==> src/rtl/data_mem_arbiter_if.sv <==
// Bus bundle between the core/debug requesters, the arbiter and the data memory.
// Handshake: a requester raises *_req with *_we/*_addr/*_wdata stable and holds them until *_gnt;
// *_gnt pulses for one cycle, then *_rvalid pulses one cycle later carrying *_rdata/*_err.
interface data_mem_arbiter_if;
    logic        core_req;
    logic        core_we;
    logic [63:0] core_addr;
    logic [63:0] core_wdata;
    logic        core_gnt;
    logic        core_rvalid;
    logic        core_err;
    logic [63:0] core_rdata;

    logic        dbg_req;
    logic        dbg_we;
    logic [63:0] dbg_addr;
    logic [63:0] dbg_wdata;
    logic        dbg_gnt;
    logic        dbg_rvalid;
    logic        dbg_err;
    logic [63:0] dbg_rdata;

    logic [63:0] Mem_Addr;
    logic [63:0] Write_Data;
    logic        MemWrite;
    logic        MemRead;
    logic [63:0] Read_Data;

    modport slave (
        input  core_req, core_we, core_addr, core_wdata,
        output core_gnt, core_rvalid, core_err, core_rdata,
        input  dbg_req, dbg_we, dbg_addr, dbg_wdata,
        output dbg_gnt, dbg_rvalid, dbg_err, dbg_rdata,
        output Mem_Addr, Write_Data, MemWrite, MemRead,
        input  Read_Data
    );

    modport master (
        output core_req, core_we, core_addr, core_wdata,
        input  core_gnt, core_rvalid, core_err, core_rdata,
        output dbg_req, dbg_we, dbg_addr, dbg_wdata,
        input  dbg_gnt, dbg_rvalid, dbg_err, dbg_rdata,
        input  Mem_Addr, Write_Data, MemWrite, MemRead,
        output Read_Data
    );
endinterface

==> src/rtl/data_mem_arbiter.sv <==
// Two-port (core, debug) arbiter onto a single data memory: IDLE -> ACCESS -> DONE per access,
// core-priority with a starvation bound for the debug port, and an address range check.
module data_mem_arbiter #(
    parameter int  MEM_BYTES    = 64,
    parameter int  STARVE_LIMIT = 4,
    localparam int SW           = $clog2(STARVE_LIMIT + 1)
) (
    input  logic           clk,
    input  logic           reset,
    data_mem_arbiter_if.slave bus,
    output logic [1:0]     fsm_state,
    output logic [SW-1:0]  starve_count
);

    typedef enum logic [1:0] {
        IDLE   = 2'd0,
        ACCESS = 2'd1,
        DONE   = 2'd2
    } state_t;

    localparam logic [63:0]   MAX_ADDR = 64'(MEM_BYTES - 8);
    localparam logic [SW-1:0] LIMIT    = SW'(STARVE_LIMIT);

    state_t        state;
    logic [SW-1:0] starve_cnt;
    logic          lat_we;
    logic          lat_err;
    logic          lat_id;      // 1 = debug port owns the current access

    logic          pick_dbg;
    logic          pick_core;
    logic          sel_we;
    logic [63:0]   sel_addr;
    logic [63:0]   sel_wdata;
    logic          sel_err;

    always_comb begin
        pick_dbg  = bus.dbg_req && (!bus.core_req || (starve_cnt == LIMIT));
        pick_core = bus.core_req && !pick_dbg;
        sel_we    = pick_dbg ? bus.dbg_we    : bus.core_we;
        sel_addr  = pick_dbg ? bus.dbg_addr  : bus.core_addr;
        sel_wdata = pick_dbg ? bus.dbg_wdata : bus.core_wdata;
        // Unsigned compare against the last doubleword-aligned start; no wraparound possible.
        sel_err   = sel_addr > MAX_ADDR;
    end

    always_ff @(posedge clk) begin
        if (reset) begin
            state           <= IDLE;
            starve_cnt      <= '0;
            lat_we          <= 1'b0;
            lat_err         <= 1'b0;
            lat_id          <= 1'b0;
            bus.core_gnt    <= 1'b0;
            bus.core_rvalid <= 1'b0;
            bus.core_err    <= 1'b0;
            bus.core_rdata  <= '0;
            bus.dbg_gnt     <= 1'b0;
            bus.dbg_rvalid  <= 1'b0;
            bus.dbg_err     <= 1'b0;
            bus.dbg_rdata   <= '0;
            bus.Mem_Addr    <= '0;
            bus.Write_Data  <= '0;
            bus.MemWrite    <= 1'b0;
            bus.MemRead     <= 1'b0;
        end else begin
            case (state)
                IDLE: begin
                    if (!bus.dbg_req || pick_dbg) begin
                        starve_cnt <= '0;
                    end else if (pick_core && (starve_cnt != LIMIT)) begin
                        starve_cnt <= starve_cnt + 1'b1;
                    end

                    if (pick_dbg || pick_core) begin
                        state          <= ACCESS;
                        lat_we         <= sel_we;
                        lat_err        <= sel_err;
                        lat_id         <= pick_dbg;
                        bus.core_gnt   <= pick_core;
                        bus.dbg_gnt    <= pick_dbg;
                        // Mem_Addr/Write_Data double as the latched address and data.
                        bus.Mem_Addr   <= sel_addr;
                        bus.Write_Data <= sel_wdata;
                        bus.MemWrite   <= sel_we && !sel_err;
                        bus.MemRead    <= !sel_we && !sel_err;
                    end
                end

                ACCESS: begin
                    state          <= DONE;
                    bus.core_gnt   <= 1'b0;
                    bus.dbg_gnt    <= 1'b0;
                    bus.Mem_Addr   <= '0;
                    bus.Write_Data <= '0;
                    bus.MemWrite   <= 1'b0;
                    bus.MemRead    <= 1'b0;
                    if (lat_id) begin
                        bus.dbg_rvalid <= 1'b1;
                        bus.dbg_err    <= lat_err;
                        bus.dbg_rdata  <= (lat_we || lat_err) ? 64'd0 : bus.Read_Data;
                    end else begin
                        bus.core_rvalid <= 1'b1;
                        bus.core_err    <= lat_err;
                        bus.core_rdata  <= (lat_we || lat_err) ? 64'd0 : bus.Read_Data;
                    end
                end

                DONE: begin
                    state           <= IDLE;
                    bus.core_rvalid <= 1'b0;
                    bus.dbg_rvalid  <= 1'b0;
                end

                default: begin
                    state <= IDLE;
                end
            endcase
        end
    end

    assign fsm_state    = state;
    assign starve_count = starve_cnt;

endmodule

==> src/flat_wrapper.sv <==
// flat-port wrapper written by rule: the top's interface ports become plain ports
module data_mem_arbiter_flat 
#(
    parameter int  MEM_BYTES    = 64,
    parameter int  STARVE_LIMIT = 4,
    localparam int SW           = $clog2(STARVE_LIMIT + 1)
)
  (clk, reset, fsm_state, starve_count, bus_core_req, bus_core_we, bus_core_addr, bus_core_wdata, bus_core_gnt, bus_core_rvalid, bus_core_err, bus_core_rdata, bus_dbg_req, bus_dbg_we, bus_dbg_addr, bus_dbg_wdata, bus_dbg_gnt, bus_dbg_rvalid, bus_dbg_err, bus_dbg_rdata, bus_Mem_Addr, bus_Write_Data, bus_MemWrite, bus_MemRead, bus_Read_Data);
  data_mem_arbiter_if bus_i ();
  input  logic clk;
  input  logic reset;
  output logic [1:0] fsm_state;
  output logic [SW-1:0] starve_count;
  input wire logic [$bits(bus_i.core_req)-1:0] bus_core_req;
  input wire logic [$bits(bus_i.core_we)-1:0] bus_core_we;
  input wire logic [$bits(bus_i.core_addr)-1:0] bus_core_addr;
  input wire logic [$bits(bus_i.core_wdata)-1:0] bus_core_wdata;
  output wire logic [$bits(bus_i.core_gnt)-1:0] bus_core_gnt;
  output wire logic [$bits(bus_i.core_rvalid)-1:0] bus_core_rvalid;
  output wire logic [$bits(bus_i.core_err)-1:0] bus_core_err;
  output wire logic [$bits(bus_i.core_rdata)-1:0] bus_core_rdata;
  input wire logic [$bits(bus_i.dbg_req)-1:0] bus_dbg_req;
  input wire logic [$bits(bus_i.dbg_we)-1:0] bus_dbg_we;
  input wire logic [$bits(bus_i.dbg_addr)-1:0] bus_dbg_addr;
  input wire logic [$bits(bus_i.dbg_wdata)-1:0] bus_dbg_wdata;
  output wire logic [$bits(bus_i.dbg_gnt)-1:0] bus_dbg_gnt;
  output wire logic [$bits(bus_i.dbg_rvalid)-1:0] bus_dbg_rvalid;
  output wire logic [$bits(bus_i.dbg_err)-1:0] bus_dbg_err;
  output wire logic [$bits(bus_i.dbg_rdata)-1:0] bus_dbg_rdata;
  output wire logic [$bits(bus_i.Mem_Addr)-1:0] bus_Mem_Addr;
  output wire logic [$bits(bus_i.Write_Data)-1:0] bus_Write_Data;
  output wire logic [$bits(bus_i.MemWrite)-1:0] bus_MemWrite;
  output wire logic [$bits(bus_i.MemRead)-1:0] bus_MemRead;
  input wire logic [$bits(bus_i.Read_Data)-1:0] bus_Read_Data;
  assign bus_i.core_req = bus_core_req;
  assign bus_i.core_we = bus_core_we;
  assign bus_i.core_addr = bus_core_addr;
  assign bus_i.core_wdata = bus_core_wdata;
  assign bus_core_gnt = bus_i.core_gnt;
  assign bus_core_rvalid = bus_i.core_rvalid;
  assign bus_core_err = bus_i.core_err;
  assign bus_core_rdata = bus_i.core_rdata;
  assign bus_i.dbg_req = bus_dbg_req;
  assign bus_i.dbg_we = bus_dbg_we;
  assign bus_i.dbg_addr = bus_dbg_addr;
  assign bus_i.dbg_wdata = bus_dbg_wdata;
  assign bus_dbg_gnt = bus_i.dbg_gnt;
  assign bus_dbg_rvalid = bus_i.dbg_rvalid;
  assign bus_dbg_err = bus_i.dbg_err;
  assign bus_dbg_rdata = bus_i.dbg_rdata;
  assign bus_Mem_Addr = bus_i.Mem_Addr;
  assign bus_Write_Data = bus_i.Write_Data;
  assign bus_MemWrite = bus_i.MemWrite;
  assign bus_MemRead = bus_i.MemRead;
  assign bus_i.Read_Data = bus_Read_Data;
  data_mem_arbiter #(.MEM_BYTES(MEM_BYTES), .STARVE_LIMIT(STARVE_LIMIT)) u_core (.clk(clk), .reset(reset), .bus(bus_i), .fsm_state(fsm_state), .starve_count(starve_count));
endmodule
==> config.mk <==
export PLATFORM = sky130hd
export DESIGN_NAME = data_mem_arbiter_flat
export DESIGN_NICKNAME = d
export VERILOG_FILES = /design/src/rtl/data_mem_arbiter_if.sv /design/src/rtl/data_mem_arbiter.sv /design/src/flat_wrapper.sv
export SDC_FILE = /design/constraint.sdc
export NUM_CORES = 1
export LEC_CHECK = 0
export BUFFER_PORTS_ARGS = -buffer_cell sky130_fd_sc_hd__buf_2
export CAP_MARGIN = 25
export CORE_AREA = 2 2 229 231
export DETAILED_ROUTE_END_ITERATION = 8
export DIE_AREA = 0 0 231 233
export PLACE_DENSITY = 0.41
export SYNTH_ARGS = -nofsm -noshare
export SYNTH_HDL_FRONTEND = slang
export SYNTH_SLANG_ARGS = --single-unit
==> constraint.sdc <==
create_clock -name clk -period 5.2 [get_ports clk]
set_clock_uncertainty 0.2 [all_clocks]
set_input_delay 1.04 -clock clk [delete_from_list [all_inputs] [get_ports clk]]
set_output_delay 1.04 -clock clk [all_outputs]
set_load 0.05 [all_outputs]
==> reports/qor.txt <==
Post-place setup slack: 1.69 ns
Crit Path Category: in2reg
Leading cell type in the layout, fill and taps excluded: buf_2
Congestion Overflow GR: 0
Residual DRC: 0
Longest Clk Path Bufs: 3
Site row count: 83
Synthesized area per cell: 8.54 sq um
CTS buffer count: 34
Startpoint types: input pin
Max frequency: 338 MHz
Tcrit/Tclk final: 56.9%
Nets@finish: 2126
P&R area growth vs syn: 43.6%
Total track usage: 16.7%
Status: finished, final reports clean
Hold Vio Cnt, Final: 0
Post-DP HPWL: 35500 microns
Worst EP required: 5.45 ns
Fraction of the yosys area taken by sequential cells: 50.8%
Mapped Nets: 1583
Synthesis-stage register bit count: 272
Fill count: 5675
Worst hold path type: reg2reg
Post-CTS sizing: 0
Final slew viol count: 0
Wirelength, routed: 47500 microns
# Post-CTS Setup Buffers: 0
YS warnings: 0
CTS hold repair buffers: 0
Number of global-route vias before repair: 11000
RSZ-0062 raised after global routing: no
Antenna Nets Post-Route: 0
EDFF count, synth: 0
Max-Cap Viols: 0
Die height: 233 microns
Routed WL per cell: 19.0 microns
Final min period: 2.96 ns
Lkg Pwr: 7.23 nW
Measured slew at the worst slew-check pin: 0.985 ns
Vias per inst: 4.44
Largest net degree at the start of global routing: 87
Slew headroom: 34.4%
Worst-path clk slew: 0.05 ns
First-pass detailed-route iteration total: 5
Top FF cell, synth: dfxtp_1
Worst setup margin: 2.24 ns
IO buf count: 594
H-tree levels: 2
Initial drt markers: 512
Pwr per Cell Area: 369 nW/um^2
GR Layer Usage met3: 6.53%
I/O pin total: 595
First-pass GRT wire length: 68300 microns
VDD IR max: 0.190 mV
Die ar.: 53800 sq um
Initial Util: 21.0%
CTS tree: yes
TNS Setup: 0 ns
Share of layout cells above drive strength 1: 37.0%
R2r startpoint: u_core.starve_count[0]$_SDFFE_PP0P_
Critical Path Fanout Max: 86
M1 GR Usage: 18.8%
CTS Root Cell: clkbuf_16
Hold_sp: u_core.bus.Mem_Addr[51]$_SDFFE_PP0P_
Routability cong.: 0.817
Met2 Use GR: 28.1%
CTS sink cnt: 272
Most frequent cells in the layout: buf_2 (593), dfxtp_1 (272), nand2_1 (267)
Die Span X: 231 microns
Worst skew pair latency: 0.54 ns
Final setup vio count: 0
Ys async rst share: 0%
Gate Count Post-Synth: 1255
Kind of end point of the critical path: register
Distinct cells, synth: 35
Gr busiest metal: met2
Routed vias: 11100
Setup crit start: bus_dbg_req
Initial antenna violation count: 20
Cell area after synthesis: 10700 sq um
Core Area: 51100 sq um
Arrival time at the worst endpoint: 3.21 ns
power breakdown:
group / switching (mW) / leakage [nW] / internal, mW
clock network: 0.942 / 0.551 / 1.41
registers: 0.0619 / 2.22 / 2.20
logic: 0.791 / 4.46 / 0.282
cells in the mapped netlist, types with 2 or more instances:
master      n  share of area [%]
dfxtp_1   272                 51
nand2_1   268                9.4
a21oi_1   135                6.3
nand3_1   132                6.2
o21ai_0   130                6.1
mux2i_1   129                 12
clkbuf_1   60                2.1
nor4_1     28                1.6
nor2_1     18               0.63
buf_2      15               0.70
nor3_1     10               0.47
clkbuf_2    9               0.42
buf_1       8               0.28
nand4_1     8               0.47
buf_4       6               0.42
buf_6       4               0.42
nand2b_1    3               0.18
ha_1        2               0.23
inv_1       2              0.070
worst paths after layout:
check                                                         endpoint  slack [ns]  cells after the start
worst max-delay path            u_core.bus.Write_Data[54]$_SDFFE_PP0P_        2.24                      7
worst min-delay path              u_core.bus.Mem_Addr[51]$_SDFFE_PP0P_        0.25                      2
worst max register to register  u_core.bus.Write_Data[24]$_SDFFE_PP0P_        2.36                      7
worst min register to register    u_core.bus.Mem_Addr[51]$_SDFFE_PP0P_        0.25                      2
critical path, cell delays in order:
cell     delay, ns
buf_2         0.16
nor3_1        0.19
nor2_1        0.09
nor2_4        0.56
buf_4         0.84
nand2_1       0.12
o21ai_0       0.10
kinds of logic (layout without fill, tap and decap cells):
group | after synthesis | after routing | synth area share, %
other cells | 0 | 3 | 0
flops | 272 | 272 | 50.8
buf+inv | 105 | 673 | 4.45
mux | 129 | 129 | 12.1
simple gates | 473 | 473 | 19.4
fa+ha+maj | 2 | 2 | 0.234
compound gates | 274 | 274 | 13.1
area by class of cell:
type	count	area (sq um)	area share, %
Inverter	3	11.3	0.0732
Sequential cell	272	5450	35.4
Antenna cell	3	7.51	0.0488
Timing Repair Buffer	609	3130	20.4
Multi-Input combinational cell	878	4840	31.4
Tap cell	680	851	5.53
Clock inverter	6	33.8	0.220
Clock buffer	55	1070	6.96
through the flow:
step	instance area [sq um]	hold slack, ns	instances	util (%)	power [mW]
2_1_floorplan	10700	0.259	1255	-	3.00
5_1_grt	15400	0.262	2506	30.1	5.93
4_1_cts	15400	0.250	2503	30.1	5.78
6_report	15400	0.245	2506	30.1	5.69
3_3_place_gp	14200	0.231	2441	27.9	3.39
3_5_place_dp	14300	0.239	2442	27.9	3.40
registers in the layout, summed over array words and instances (netlist names):
name	flops
u_core.bus.core_rdata	64
u_core.bus.MemWrite	1
u_core.bus.dbg_rvalid	1
u_core.fsm_state	2
u_core.bus.MemRead	1
u_core.lat_we	1
u_core.bus.core_gnt	1
u_core.bus.core_rvalid	1
u_core.bus.dbg_rdata	64
u_core.bus.dbg_gnt	1
u_core.bus.dbg_err	1
u_core.lat_id	1
u_core.bus.core_err	1
u_core.bus.Mem_Addr	64
u_core.lat_err	1
u_core.starve_count	3
u_core.bus.Write_Data	64
layer usage:
| layer | vias to the layer above | wire [microns] |
|---|---|---|
| li1 | 5451 | - |
| met1 | 5133 | 18700 |
| met2 | 422 | 22600 |
| met3 | 96 | 4390 |
| met4 | 22 | 1650 |
| met5 | - | 148 |
Power figures use the tool's default switching activity.
